===== src/rtl/args_distance_mode_if.sv =====
// Stream bundle (data, sideband, frame end, valid/ready) shared by the
// input and output sides of args_distance_mode.
interface args_distance_mode_if #(
    parameter int DATA_W = 44,
    parameter int USER_W = 4
);
    logic [DATA_W-1:0] tdata;
    logic [USER_W-1:0] tuser;
    logic              tlast;
    logic              tvalid;
    logic              tready;

    modport master (output tdata, tuser, tlast, tvalid, input tready);
    modport slave  (input tdata, tuser, tlast, tvalid, output tready);
endinterface


===== src/rtl/args_distance_mode.sv =====
// Distance between two points under a selectable metric (euclidean floor-sqrt,
// squared, manhattan, chebyshev); one beat in flight, sqrt one bit per cycle.
module args_distance_mode #(
    parameter int XW     = 11,
    parameter int YW     = 11,
    parameter int CW     = 4,
    parameter int OFFSET = 0
) (
    input  logic                 clk,
    input  logic                 rst,
    input  logic [1:0]           cfg_mode,
    args_distance_mode_if.slave  s_axis,
    args_distance_mode_if.master m_axis,
    output logic                 busy
);
    localparam int MAXW = (XW > YW) ? XW : YW;
    localparam int DW   = MAXW + 1;
    localparam int EW   = DW + 1;
    localparam int SW   = 2 * DW + 1;
    localparam int NI   = DW + 1;
    localparam int RW   = 2 * NI;
    localparam int CNTW = $clog2(NI);

    typedef enum logic [1:0] {IDLE, PREP, SQRT, DONE} state_t;

    state_t          state_q;
    logic [SW-1:0]   m_data_q;
    logic [CW-1:0]   m_user_q;
    logic            m_last_q;
    logic            m_valid_q;

    logic [DW-1:0]   dx_q, dy_q;
    logic [1:0]      mode_q;
    logic [RW-1:0]   rad_q;
    logic [NI-1:0]   rem_q;
    logic [NI-1:0]   root_q;
    logic [CNTW-1:0] cnt_q;

    logic [XW-1:0]   x1, x2;
    logic [YW-1:0]   y1, y2;
    logic            s_ready;

    assign y1 = s_axis.tdata[0 +: YW];
    assign x1 = s_axis.tdata[YW +: XW];
    assign y2 = s_axis.tdata[XW + YW +: YW];
    assign x2 = s_axis.tdata[XW + 2 * YW +: XW];

    assign s_ready       = (state_q == IDLE) && !rst;
    assign s_axis.tready = s_ready;
    assign busy          = (state_q != IDLE);

    assign m_axis.tdata  = m_data_q;
    assign m_axis.tuser  = m_user_q;
    assign m_axis.tlast  = m_last_q;
    assign m_axis.tvalid = m_valid_q;

    logic signed [EW-1:0] ex, ey;
    logic [EW-1:0]        ax, ay;
    logic [DW-1:0]        dx_d, dy_d;

    assign ex   = $signed(EW'(x1)) - $signed(EW'(x2)) + EW'(OFFSET);
    assign ey   = $signed(EW'(y1)) - $signed(EW'(y2)) + EW'(OFFSET);
    assign ax   = ex[EW-1] ? EW'(-ex) : EW'(ex);
    assign ay   = ey[EW-1] ? EW'(-ey) : EW'(ey);
    assign dx_d = ax[DW-1:0];
    assign dy_d = ay[DW-1:0];

    logic [SW-1:0] sum_d, res_d;

    always_comb begin
        sum_d = SW'(dx_q) * SW'(dx_q) + SW'(dy_q) * SW'(dy_q);
        res_d = '0;
        case (mode_q)
            2'd1:    res_d = sum_d;
            2'd2:    res_d = SW'(dx_q) + SW'(dy_q);
            2'd3:    res_d = (dx_q > dy_q) ? SW'(dx_q) : SW'(dy_q);
            default: res_d = '0;
        endcase
    end

    // Digit-by-digit root: bring down two radicand bits, try {root,01}.
    // The remainder never exceeds 2*root, so NI bits hold it between steps.
    logic [NI+1:0] rem_sh, trial, rem_d;
    logic          ge;
    logic [NI-1:0] root_d;

    always_comb begin
        rem_sh = {rem_q, rad_q[RW-1 -: 2]};
        trial  = {root_q, 2'b01};
        ge     = (rem_sh >= trial);
        rem_d  = ge ? (rem_sh - trial) : rem_sh;
        root_d = {root_q[NI-2:0], ge};
    end

    always_ff @(posedge clk) begin
        if (s_axis.tvalid && s_ready) begin
            dx_q   <= dx_d;
            dy_q   <= dy_d;
            mode_q <= cfg_mode;
        end
        if (state_q == PREP) begin
            rad_q  <= RW'(sum_d);
            rem_q  <= '0;
            root_q <= '0;
            cnt_q  <= '0;
        end else if (state_q == SQRT) begin
            rad_q  <= {rad_q[RW-3:0], 2'b00};
            rem_q  <= NI'(rem_d);
            root_q <= root_d;
            cnt_q  <= cnt_q + 1'b1;
        end
    end

    always_ff @(posedge clk) begin
        if (rst) begin
            state_q   <= IDLE;
            m_valid_q <= 1'b0;
            m_data_q  <= '0;
            m_user_q  <= '0;
            m_last_q  <= 1'b0;
        end else begin
            case (state_q)
                IDLE: begin
                    if (s_axis.tvalid) begin
                        m_user_q <= s_axis.tuser;
                        m_last_q <= s_axis.tlast;
                        state_q  <= PREP;
                    end
                end
                PREP: begin
                    if (mode_q == 2'd0) begin
                        state_q <= SQRT;
                    end else begin
                        m_data_q  <= res_d;
                        m_valid_q <= 1'b1;
                        state_q   <= DONE;
                    end
                end
                SQRT: begin
                    if (cnt_q == CNTW'(NI - 1)) begin
                        m_data_q  <= SW'(root_d);
                        m_valid_q <= 1'b1;
                        state_q   <= DONE;
                    end
                end
                DONE: begin
                    if (m_axis.tready) begin
                        m_valid_q <= 1'b0;
                        state_q   <= IDLE;
                    end
                end
                default: state_q <= IDLE;
            endcase
        end
    end
endmodule


===== src/flat_wrapper.sv =====
// flat-port wrapper written by rule: the top's interface ports become plain ports
module args_distance_mode_flat 
#(
    parameter int XW     = 11,
    parameter int YW     = 11,
    parameter int CW     = 4,
    parameter int OFFSET = 0
)
  (clk, rst, cfg_mode, busy, s_axis_tdata, s_axis_tuser, s_axis_tlast, s_axis_tvalid, s_axis_tready, m_axis_tdata, m_axis_tuser, m_axis_tlast, m_axis_tvalid, m_axis_tready);
  args_distance_mode_if #(.DATA_W((2 * XW + 2 * YW)), .USER_W(CW)) s_axis_i ();
  args_distance_mode_if #(.DATA_W((25)), .USER_W(CW)) m_axis_i ();
  input  logic clk;
  input  logic rst;
  input  logic [1:0] cfg_mode;
  output logic busy;
  input wire logic [$bits(s_axis_i.tdata)-1:0] s_axis_tdata;
  input wire logic [$bits(s_axis_i.tuser)-1:0] s_axis_tuser;
  input wire logic [$bits(s_axis_i.tlast)-1:0] s_axis_tlast;
  input wire logic [$bits(s_axis_i.tvalid)-1:0] s_axis_tvalid;
  output wire logic [$bits(s_axis_i.tready)-1:0] s_axis_tready;
  output wire logic [$bits(m_axis_i.tdata)-1:0] m_axis_tdata;
  output wire logic [$bits(m_axis_i.tuser)-1:0] m_axis_tuser;
  output wire logic [$bits(m_axis_i.tlast)-1:0] m_axis_tlast;
  output wire logic [$bits(m_axis_i.tvalid)-1:0] m_axis_tvalid;
  input wire logic [$bits(m_axis_i.tready)-1:0] m_axis_tready;
  assign s_axis_i.tdata = s_axis_tdata;
  assign s_axis_i.tuser = s_axis_tuser;
  assign s_axis_i.tlast = s_axis_tlast;
  assign s_axis_i.tvalid = s_axis_tvalid;
  assign s_axis_tready = s_axis_i.tready;
  assign m_axis_tdata = m_axis_i.tdata;
  assign m_axis_tuser = m_axis_i.tuser;
  assign m_axis_tlast = m_axis_i.tlast;
  assign m_axis_tvalid = m_axis_i.tvalid;
  assign m_axis_i.tready = m_axis_tready;
  args_distance_mode #(.XW(XW), .YW(YW), .CW(CW), .OFFSET(OFFSET)) u_core (.clk(clk), .rst(rst), .cfg_mode(cfg_mode), .s_axis(s_axis_i), .m_axis(m_axis_i), .busy(busy));
endmodule

===== config.mk =====
export PLATFORM = sky130hd
export DESIGN_NAME = args_distance_mode_flat
export DESIGN_NICKNAME = d
export VERILOG_FILES = /design/src/rtl/args_distance_mode_if.sv /design/src/rtl/args_distance_mode.sv /design/src/flat_wrapper.sv
export SDC_FILE = /design/constraint.sdc
export NUM_CORES = 1
export LEC_CHECK = 0
export ABC_AREA = 1
export BUFFER_PORTS_ARGS = -buffer_cell sky130_fd_sc_hd__clkbuf_2
export CORE_MARGIN = 10
export CORE_UTILIZATION = 40
export DETAILED_ROUTE_END_ITERATION = 10
export GPL_ROUTABILITY_DRIVEN = 0
export PLACE_DENSITY = 0.6
export SETUP_SLACK_MARGIN = 0.2
export SYNTH_ARGS = -nofsm -noshare
export SYNTH_HDL_FRONTEND = slang
export SYNTH_SLANG_ARGS = --single-unit

===== constraint.sdc =====
create_clock -name clk -period 13.7 [get_ports clk]
set_clock_uncertainty 0.2 [all_clocks]
set_input_delay 2.74 -clock clk [delete_from_list [all_inputs] [get_ports clk]]
set_output_delay 2.74 -clock clk [all_outputs]
set_load 0.01 [all_outputs]

==> results of run 1 <==
[final cells by class]
type | instances | area (um2)
inverters | 559 | 2098
flip-flops and latches | 115 | 2813
clock buffers | 19 | 454.2
clock inverters | 13 | 120.1
well taps | 532 | 665.6
fillers | 4184 | 22920
multi-input cells | 1484 | 11560
repair buffers | 93 | 480.5
[worst register-to-register path: stages (launching register included)]
cell	delay (ns)
edfxtp_1	0.71
nand2_1	0.25
inv_1	0.08
fa_1	0.54
inv_1	0.06
fa_1	0.55
fa_1	0.46
fa_1	0.52
inv_1	0.05
fa_1	0.46
fa_1	0.54
inv_1	0.05
fa_1	0.53
inv_1	0.04
ha_1	0.34
a21oi_1	0.28
o21ai_0	0.22
inv_1	0.09
nand2_1	0.16
or2_2	0.34
nand3_1	0.11
nand3_1	0.11
nand2_1	0.12
a21oi_2	0.06
[cell usage after synthesis (3+ instances only)]
| cell type | number |
|---|---|
| o21a_1 | 3 |
| clkbuf_1 | 44 |
| dfxtp_1 | 64 |
| nand3_2 | 3 |
| xor2_1 | 32 |
| buf_1 | 3 |
| ha_1 | 179 |
| nand3_1 | 131 |
| edfxtp_1 | 51 |
| o21ai_0 | 64 |
| a21o_1 | 6 |
| nand4_1 | 43 |
| a21oi_1 | 118 |
| nor2_1 | 90 |
| nand2_2 | 16 |
| buf_4 | 3 |
| or2_2 | 11 |
| o21bai_1 | 10 |
| inv_1 | 553 |
| inv_2 | 5 |
| nand3b_1 | 11 |
| nor3_1 | 9 |
| nand2_1 | 507 |
| xnor2_1 | 17 |
| fa_1 | 205 |
| a21oi_2 | 12 |
| buf_2 | 9 |
[final timing paths]
path | cells past startpoint | start | to | slack, ns
min reg2reg | 2 | u_core.m_axis.tdata[22] | u_core.m_axis.tdata[22] | 0.27
max reg2reg | 23 | u_core.dx_q[7] | u_core.m_axis.tdata[11] | 6.70
min | 2 | u_core.m_axis.tdata[22] | u_core.m_axis.tdata[22] | 0.27
max | 23 | u_core.dx_q[7] | u_core.m_axis.tdata[11] | 6.70
[cells by family (layout without fill, tap and decap cells)]
kind of cell / after synthesis / count (layout) / share of synthesized area
buffers and inverters: 620 / 684 / 0.1413
adders and majority gates: 384 / 384 / 0.3791
xor gates and xnor gates: 49 / 49 / 0.02565
and+or+nand+nor: 829 / 829 / 0.2127
DFF: 115 / 115 / 0.1681
AOI/OAI and AO/OA: 222 / 222 / 0.07306
[per-stage QoR]
stage | std cells | utilization | setup slack, ns | hold WS, ns
floorplan | 2219 | - | 7.350 | 0.2409
global placement | 2783 | 0.4285 | 6.748 | 0.2513
detailed placement | 2783 | 0.4285 | 6.721 | 0.2570
CTS | 2815 | 0.4424 | 6.706 | 0.2671
global route | 2815 | 0.4424 | 6.395 | 0.2815
finish | 2815 | 0.4424 | 6.704 | 0.2654
[layer usage]
| layer | share of wire | GRT usage | vias to the layer above |
|---|---|---|---|
| li1 | - | - | 6873 |
| met1 | 0.47 | 0.2485 | 6641 |
| met2 | 0.47 | 0.2893 | 345 |
| met3 | 0.051 | 0.02407 | 51 |
| met4 | 0.015 | 0.04124 | 0 |
| met5 | 0 | 0 | - |
[state kept, by name (all words and copies together) (netlist names), 4 cells and up]
signal and cells:
u_core.rad_q 26, u_core.m_axis.tdata 25, u_core.rem_q 13, u_core.root_q 13, u_core.dx_q 12, u_core.dy_q 12
u_core.cnt_q 4, u_core.m_axis.tuser 4
==> run metrics, run 1 <==
CP max-delay cell edfxtp_1; Synth Register Bits 115; setup violators final 0; Final Cycle Share 0.5106; crit path max fanout 15; Hold Vio Cnt, Final 0; Worst Path Buf+Inv 6; CP most frequent cell fa_1; TritonRoute pass-1 iters 5; top cell type's share of synthesized area 0.2453; crit-path max cell delay 0.71 ns; Slew Limit Fails 0; H-tree levels 4; core area 41110 um2; drc violations 0; Root Driver clkbuf_16; Arr. time, crit path 7.10 ns; Via density 4.941; Final nets 2709; WL per Instance 15.76 um; detailed placement HPWL 36.22 mm; kind of critical path flip-flop to flip-flop; f_max 0.1429 GHz; die area 50410 um2; CTS Hold Bufs 0; Mapped Area 16730 um2; CTS buffer count 17; Detail Route Antenna Nets 0; Clock Latency Late Sink 0.43 ns; CP required 13.80 ns; maxcap violations 0; initial antenna violation count 0; Post-CTS Setup Bufs 0; die height 224.5 um; clock sink count 115; slew margin rel. 0.2583; CTS Buffer Depth 2; Syn Nets 2658; die span in x 224.5 um; # port buffers 87; register area share after synthesis 0.1681; RSZ-0062 raised after global routing false; Syn-to-layout area delta 8.704%; final worst path period need 6.996 ns; GRT overflow 0; DR vias 13910; Post-synth ARST share 0; worst-path cell chain nand2_1, inv_1, fa_1, inv_1, fa_1, fa_1, fa_1, inv_1, fa_1, fa_1, inv_1, fa_1, inv_1, ha_1, a21oi_1, o21ai_0, inv_1, nand2_1, or2_2, nand3_1, nand3_1, nand2_1, a21oi_2; initial drt markers 954; Reg clk slew, reported paths 0.07 ns; Starting Density 0.4070; status complete, no violations; CTS tree done; Fin Setup TNS 0 ns; layout cells sized above 1 0.07753; ranking of synthesized cells by area fa_1 (25%), ha_1 (13%), inv_1 (12%); placed cell areas 17610 um2; Total GRT Usage 0.1787; Post-synth EDFFs 51; vias in the first global route 13920; synthesized instance count 2219; detailed-route wire length 44.37 mm; post-synthesis average cell area 7.540 um2; Syn. warnings 0; commonest cells after routing, fill and taps aside inv_1 (553), nand2_1 (507), fa_1 (205), ha_1 (179), nand3_1 (131); row count 74; CP endpoint kind flip-flop; Worst setup SP type flip-flop; Top FF cell, synth dfxtp_1; worst-margin pin slew 1.112 ns; global-route wire length before repair 73.13 mm; diodes inserted 0; Ports 88; commonest non-fill, non-tap cell in the layout inv_1; Synth area leader fa_1; Crit path max-delay family adder cells; Hold Path Class flip-flop to flip-flop; synth unique cells 42; largest net degree at the start of global routing 49; post-cts resize count 0; post-route cell area 18190 um2
Power of run 1 is not shown: default switching activity piles up to over one toggle a cycle in this logic, so the estimate is an artifact.
==> inputs of run 2 (changes only) <==
==> constraint.sdc (replaced) <==
create_clock -name clk -period 6.6 [get_ports clk]
set_clock_uncertainty 0.2 [all_clocks]
set_input_delay 1.32 -clock clk [delete_from_list [all_inputs] [get_ports clk]]
set_output_delay 1.32 -clock clk [all_outputs]
set_load 0.01 [all_outputs]
==> run 2 against run 1 <==
  * Cell count rose by 3.1%
  * Utilization up 3.4 points
  * Die area unchanged
  * Register-to-register slack got worse by 6.4 ns
  * Clock-buffer cell count up 4
  * Routed wire length is 2.2% higher
  * Hold slack lost 0.0028 ns
  * Sequential share of layout area is 1.1 points lower
==> run metrics, run 2 (same netlist as run 1, synthesis figures left out) <==
kind of critical path flip-flop to flip-flop; CTS Hold Bufs 0; Detail Route Antenna Nets 0; Clock Latency Late Sink 0.44 ns; CP required 6.59 ns; multi-input logic area 12160 um2; commonest cells after routing, fill and taps aside inv_1 (543), nand2_1 (473), fa_1 (196), ha_1 (165), nand3_1 (125); Worst setup SP type flip-flop; global-route wire length before repair 73.34 mm; die height 224.5 um; detailed placement HPWL 37.21 mm; Total GRT Usage 0.1779; Min Hold Slack 0.2627 ns; diodes inserted 0; CP endpoint kind flip-flop; CTS tree done; Syn-to-layout area delta 16.94%; detailed-route wire length 45.32 mm; initial antenna violation count 0; f_max 0.1595 GHz; core area 41110 um2; Via density 4.914; Hold Path Class flip-flop to flip-flop; # port buffers 87; die area 50410 um2; WL per Instance 15.62 um; Largest register FFs 26; Arr. time, crit path 6.26 ns; Most flops, register u_core.rad_q; GRT overflow 0; maxcap violations 0; slew margin rel. 0.2458; CTS Buffer Depth 2; drc violations 0; worst-margin pin slew 1.131 ns; Reg area 2813 um2; row count 74; Slew Limit Fails 0; initial drt markers 882; RSZ-0062 raised after global routing true; setup violators final 0; status complete, no violations; commonest non-fill, non-tap cell in the layout inv_1; DR vias 14260; TritonRoute pass-1 iters 6; Fill cells 4004; CTS buffer count 17; vias in the first global route 14360; clock sink count 115; largest net degree at the start of global routing 48; Ports 88; crit path max fanout 7; Reg clk slew, reported paths 0.06 ns; Hold Vio Cnt, Final 0; Final Cycle Share 0.9497; die span in x 224.5 um; H-tree levels 4; layout cells sized above 1 0.1603; Starting Density 0.4070; Root Driver clkbuf_16; Final nets 2796; final worst path period need 6.268 ns
run 2: cell types whose count changed in the layout (fill, tap and decap cells not counted), sizes merged:
| cell | previous run | this run |
|---|---|---|
| inv | 565 | 561 |
| buf | 6 | 93 |
| clkinv | 6 | 5 |
| clkinvlp | 0 | 2 |
| clkbuf | 106 | 110 |
| bufinv | 1 | 0 |
run 2: timing repair:
item                       in CTS  in global routing
resized for setup              27                138
cloned                          0                  0
setup endpoints to repair      32                 33
buffers inserted               24                 26
pin swaps                      10                 62
run 2: area by class of cell:
class | count | share of cell area
clock inverter | 9 | 0.004029
multi-input combinational | 1484 | 0.6216
tap | 532 | 0.03402
clock buffer | 23 | 0.02833
sequential | 115 | 0.1438
timing repair buffer | 180 | 0.06094
inverter | 559 | 0.1074
run 2: per-stage QoR:
step                      instances  setup TNS (ns)    util  setup WS [ns]  area (um2)
after floorplan                2219               0       -         0.2502       16730
after global placement         2820         -0.2322  0.4358        -0.1146       17920
after detailed placement       2820         -0.3799  0.4358        -0.1466       17920
after CTS                      2876               0  0.4590         0.1919       18870
after global routing           2902               0  0.4760         0.1191       19570
final                          2902               0  0.4760         0.3321       19570
run 2: worst paths after layout:
| check | depth (start not counted) | slack (ns) | end | from |
|---|---|---|---|---|
| max | 22 | 0.33 | u_core.rad_q[14] | u_core.dx_q[8] |
| min | 2 | 0.26 | u_core.root_q[12] | u_core.root_q[12] |
| max reg2reg | 22 | 0.33 | u_core.rad_q[14] | u_core.dx_q[8] |
| min reg2reg | 2 | 0.26 | u_core.root_q[12] | u_core.root_q[12] |
run 2: metal layers:
metal  vias to the layer above  track usage  routed length [um]
met1                      6859       0.2399               21010
met2                       302       0.3001               21680
met5                         -            0                   0
met3                        53      0.01796                1775
li1                       7046            -                   -
met4                         0      0.04475                 852
run 2: worst max-delay path: stages, from the launching register on:
cell and delay, ns:
edfxtp_1 0.54, buf_4 0.17, buf_4 0.13, nand2_2 0.06, fa_1 0.56, fa_1 0.44, fa_1 0.49, inv_1 0.05
fa_1 0.53, fa_1 0.45, fa_1 0.54, inv_1 0.05, fa_1 0.52, inv_1 0.06, ha_4 0.27, a21oi_4 0.15
inv_1 0.09, a21oi_4 0.13, inv_1 0.10, a21oi_1 0.21, xnor2_2 0.13, nand2_1 0.07, nand2_1 0.06
Power of run 2 is left out for the same reason.
==> inputs of run 3 (changes only) <==
--- a/config.mk
+++ b/config.mk
@@ -5,10 +5,10 @@
 export SDC_FILE = /design/constraint.sdc
 export NUM_CORES = 1
 export LEC_CHECK = 0
-export ABC_AREA = 1
 export BUFFER_PORTS_ARGS = -buffer_cell sky130_fd_sc_hd__clkbuf_2
 export CORE_MARGIN = 10
 export CORE_UTILIZATION = 40
+export CTS_BUF_LIST = sky130_fd_sc_hd__clkbuf_16
 export DETAILED_ROUTE_END_ITERATION = 10
 export GPL_ROUTABILITY_DRIVEN = 0
 export PLACE_DENSITY = 0.6
==> run 3 against run 2 <==
  * Clock-buffer cell count decreased by 6
  * Utilization up 3.4 points
  * The run now ends with setup timing left
  * Non-clock buffer count rose by 129
  * Flip-flop and latch count unchanged
  * Routed wire length decreased by 6.0%
  * Register-to-register slack worse by 0.39 ns
  * Largest cell class unchanged
  * Design area is 0.41% higher
  * Maximum frequency down 5.9%
  * Global-route usage grew 0.56 points
  * Synthesized cell count shrank 23%
  * Critical path type unchanged
  * Area after synthesis down 6.9%
  * Via count decreased by 12%
==> run metrics, run 3 <==
H-tree levels 4; GRT overflow 0; Syn Nets 2149; detailed placement HPWL 35.13 mm; CTS Buffer Depth 2; Hold Vio Cnt, Final 0; die area 47220 um2; CP required 6.57 ns; Via density 4.998; slack of the critical path -0.05830 ns; worst-margin pin slew 1.110 ns; core area 38560 um2; die height 217.3 um; CTS tree done; Final Cycle Share 1.009; failing checks setup timing; most numerous cell in the Yosys netlist inv_1; vias in the first global route 13500; final worst path period need 6.658 ns; Most flops, register u_core.rad_q; Largest register FFs 26; top cell type's share of synthesized area 0.2636; crit-path max cell delay 0.52 ns; largest net degree at the start of global routing 61; Detail Route Antenna Nets 0; Synth area leader fa_1; Worst setup SP type flip-flop; Starting Density 0.4038; commonest cells after routing, fill and taps aside inv_1 (323), fa_1 (190), buf_4 (188), ha_1 (161), nor2_1 (139); synth unique cells 75; global-route wire length before repair 69.30 mm; DR vias 12590; CP endpoint kind flip-flop; Crit path max-delay family adder cells; Min Hold Slack 0.2530 ns; status finished, violations left; slew margin rel. 0.2579; Syn. warnings 0; Reg clk slew, reported paths 0.06 ns; RSZ-0062 raised after global routing true; # port buffers 87; row count 72; Clock Latency Late Sink 0.43 ns; Worst Path Buf+Inv 5; Hold Path Class flip-flop to flip-flop; Syn-to-layout area delta 26.18%; crit path max fanout 6; drc violations 0; ranking of synthesized cells by area fa_1 (26%), ha_1 (14%), edfxtp_1 (9.8%); Final nets 2425; f_max 0.1502 GHz; maxcap violations 0; initial antenna violation count 1; Root Driver clkbuf_16; Arr. time, crit path 6.63 ns; CP max-delay cell edfxtp_1; detailed-route wire length 42.61 mm; Post-synth EDFFs 51; CTS Hold Bufs 0; synthesized instance count 1710; Top FF cell, synth dfxtp_1; die span in x 217.3 um; register area share after synthesis 0.1806; Synth Register Bits 115; TritonRoute pass-1 iters 8; Post-synth ARST share 0; clock sink count 115; commonest non-fill, non-tap cell in the layout inv_1; CP most frequent cell fa_1; Mapped Area 15570 um2; layout cells sized above 1 0.2691; most frequent cells after synthesis inv_1 (359), fa_1 (205), ha_1 (179); Slew Limit Fails 0; setup violators final 3; kind of critical path flip-flop to flip-flop; CTS buffer count 17; initial drt markers 637; post-synthesis average cell area 9.105 um2; WL per Instance 16.92 um; Total GRT Usage 0.1834; Ports 88; worst-path cell chain buf_4, nand2_2, fa_1, buf_4, fa_1, fa_1, inv_2, fa_1, fa_1, fa_1, inv_1, fa_1, inv_2, ha_4, a21oi_4, o211ai_1, a31o_4, nand3_4, a31oi_4, a21oi_2, o21ai_2, xnor2_2, mux2_4
run 3: per-stage QoR:
step	setup TNS [ns]	worst slack, ns	utilization	area, um2	cells
after floorplan	0	0.1234	-	15860	1710
final	-0.1291	-0.05830	0.5095	19650	2518
after detailed placement	-3.304	-0.3293	0.4642	17900	2427
after CTS	-0.07736	-0.04775	0.5031	19400	2505
after global routing	-2.436	-0.2560	0.5095	19640	2517
after global placement	-2.238	-0.2223	0.4642	17900	2427
run 3: worst min-delay path: stages (launching register included):
cell and delay (ns):
dfxtp_1 0.31, nand2_1 0.05, o21ai_1 0.05
run 3: final cells by class:
cell class                      count  area [um2]
Clock inverter                     15       190.2
Fill cell                        3578       18910
Tap cell                          518       648.1
Antenna cell                        1       2.502
Timing Repair Buffer              309        2265
Sequential cell                   115        2813
Inverter                          363        1388
Multi-Input combinational cell   1180       11920
Clock buffer                       17       425.4
run 3: repair_timing:
action | in CTS | in global routing
gates cloned | 0 | 0
endpoints found under the setup margin | 28 | 30
pin swaps | 123 | 36
gates resized for setup | 128 | 47
buffers inserted | 46 | 12
run 3: cells by family (layout without fill, tap and decap cells):
family | after synthesis | count (layout) | share of synthesized area
flops | 115 | 115 | 0.1806
fa+ha+maj | 384 | 384 | 0.4074
compound gates | 287 | 287 | 0.1243
xor+xnor | 84 | 84 | 0.04725
simple gates | 384 | 384 | 0.1113
mux | 41 | 41 | 0.02805
other cells | 0 | 1 | 0
buf+inv | 415 | 704 | 0.1010
run 3: final timing paths:
kind / slack (ns) / depth (start not counted) / end / start
setup reg to reg: -0.06 / 23 / u_core.rad_q[22] / u_core.dx_q[2]
setup / recovery: -0.06 / 23 / u_core.rad_q[22] / u_core.dx_q[2]
hold / removal: 0.25 / 2 / u_core.m_axis.tdata[18] / u_core.m_axis.tdata[18]
hold reg to reg: 0.25 / 2 / u_core.m_axis.tdata[18] / u_core.m_axis.tdata[18]
run 3: metal layers:
layer,track usage,up-vias,part of all wire
met5,0,-,0
met4,0.05943,0,0.027
met3,0.02899,57,0.043
met2,0.3174,279,0.50
met1,0.2292,6180,0.43
li1,-,6069,-
Power of run 3 is left out for the same reason.
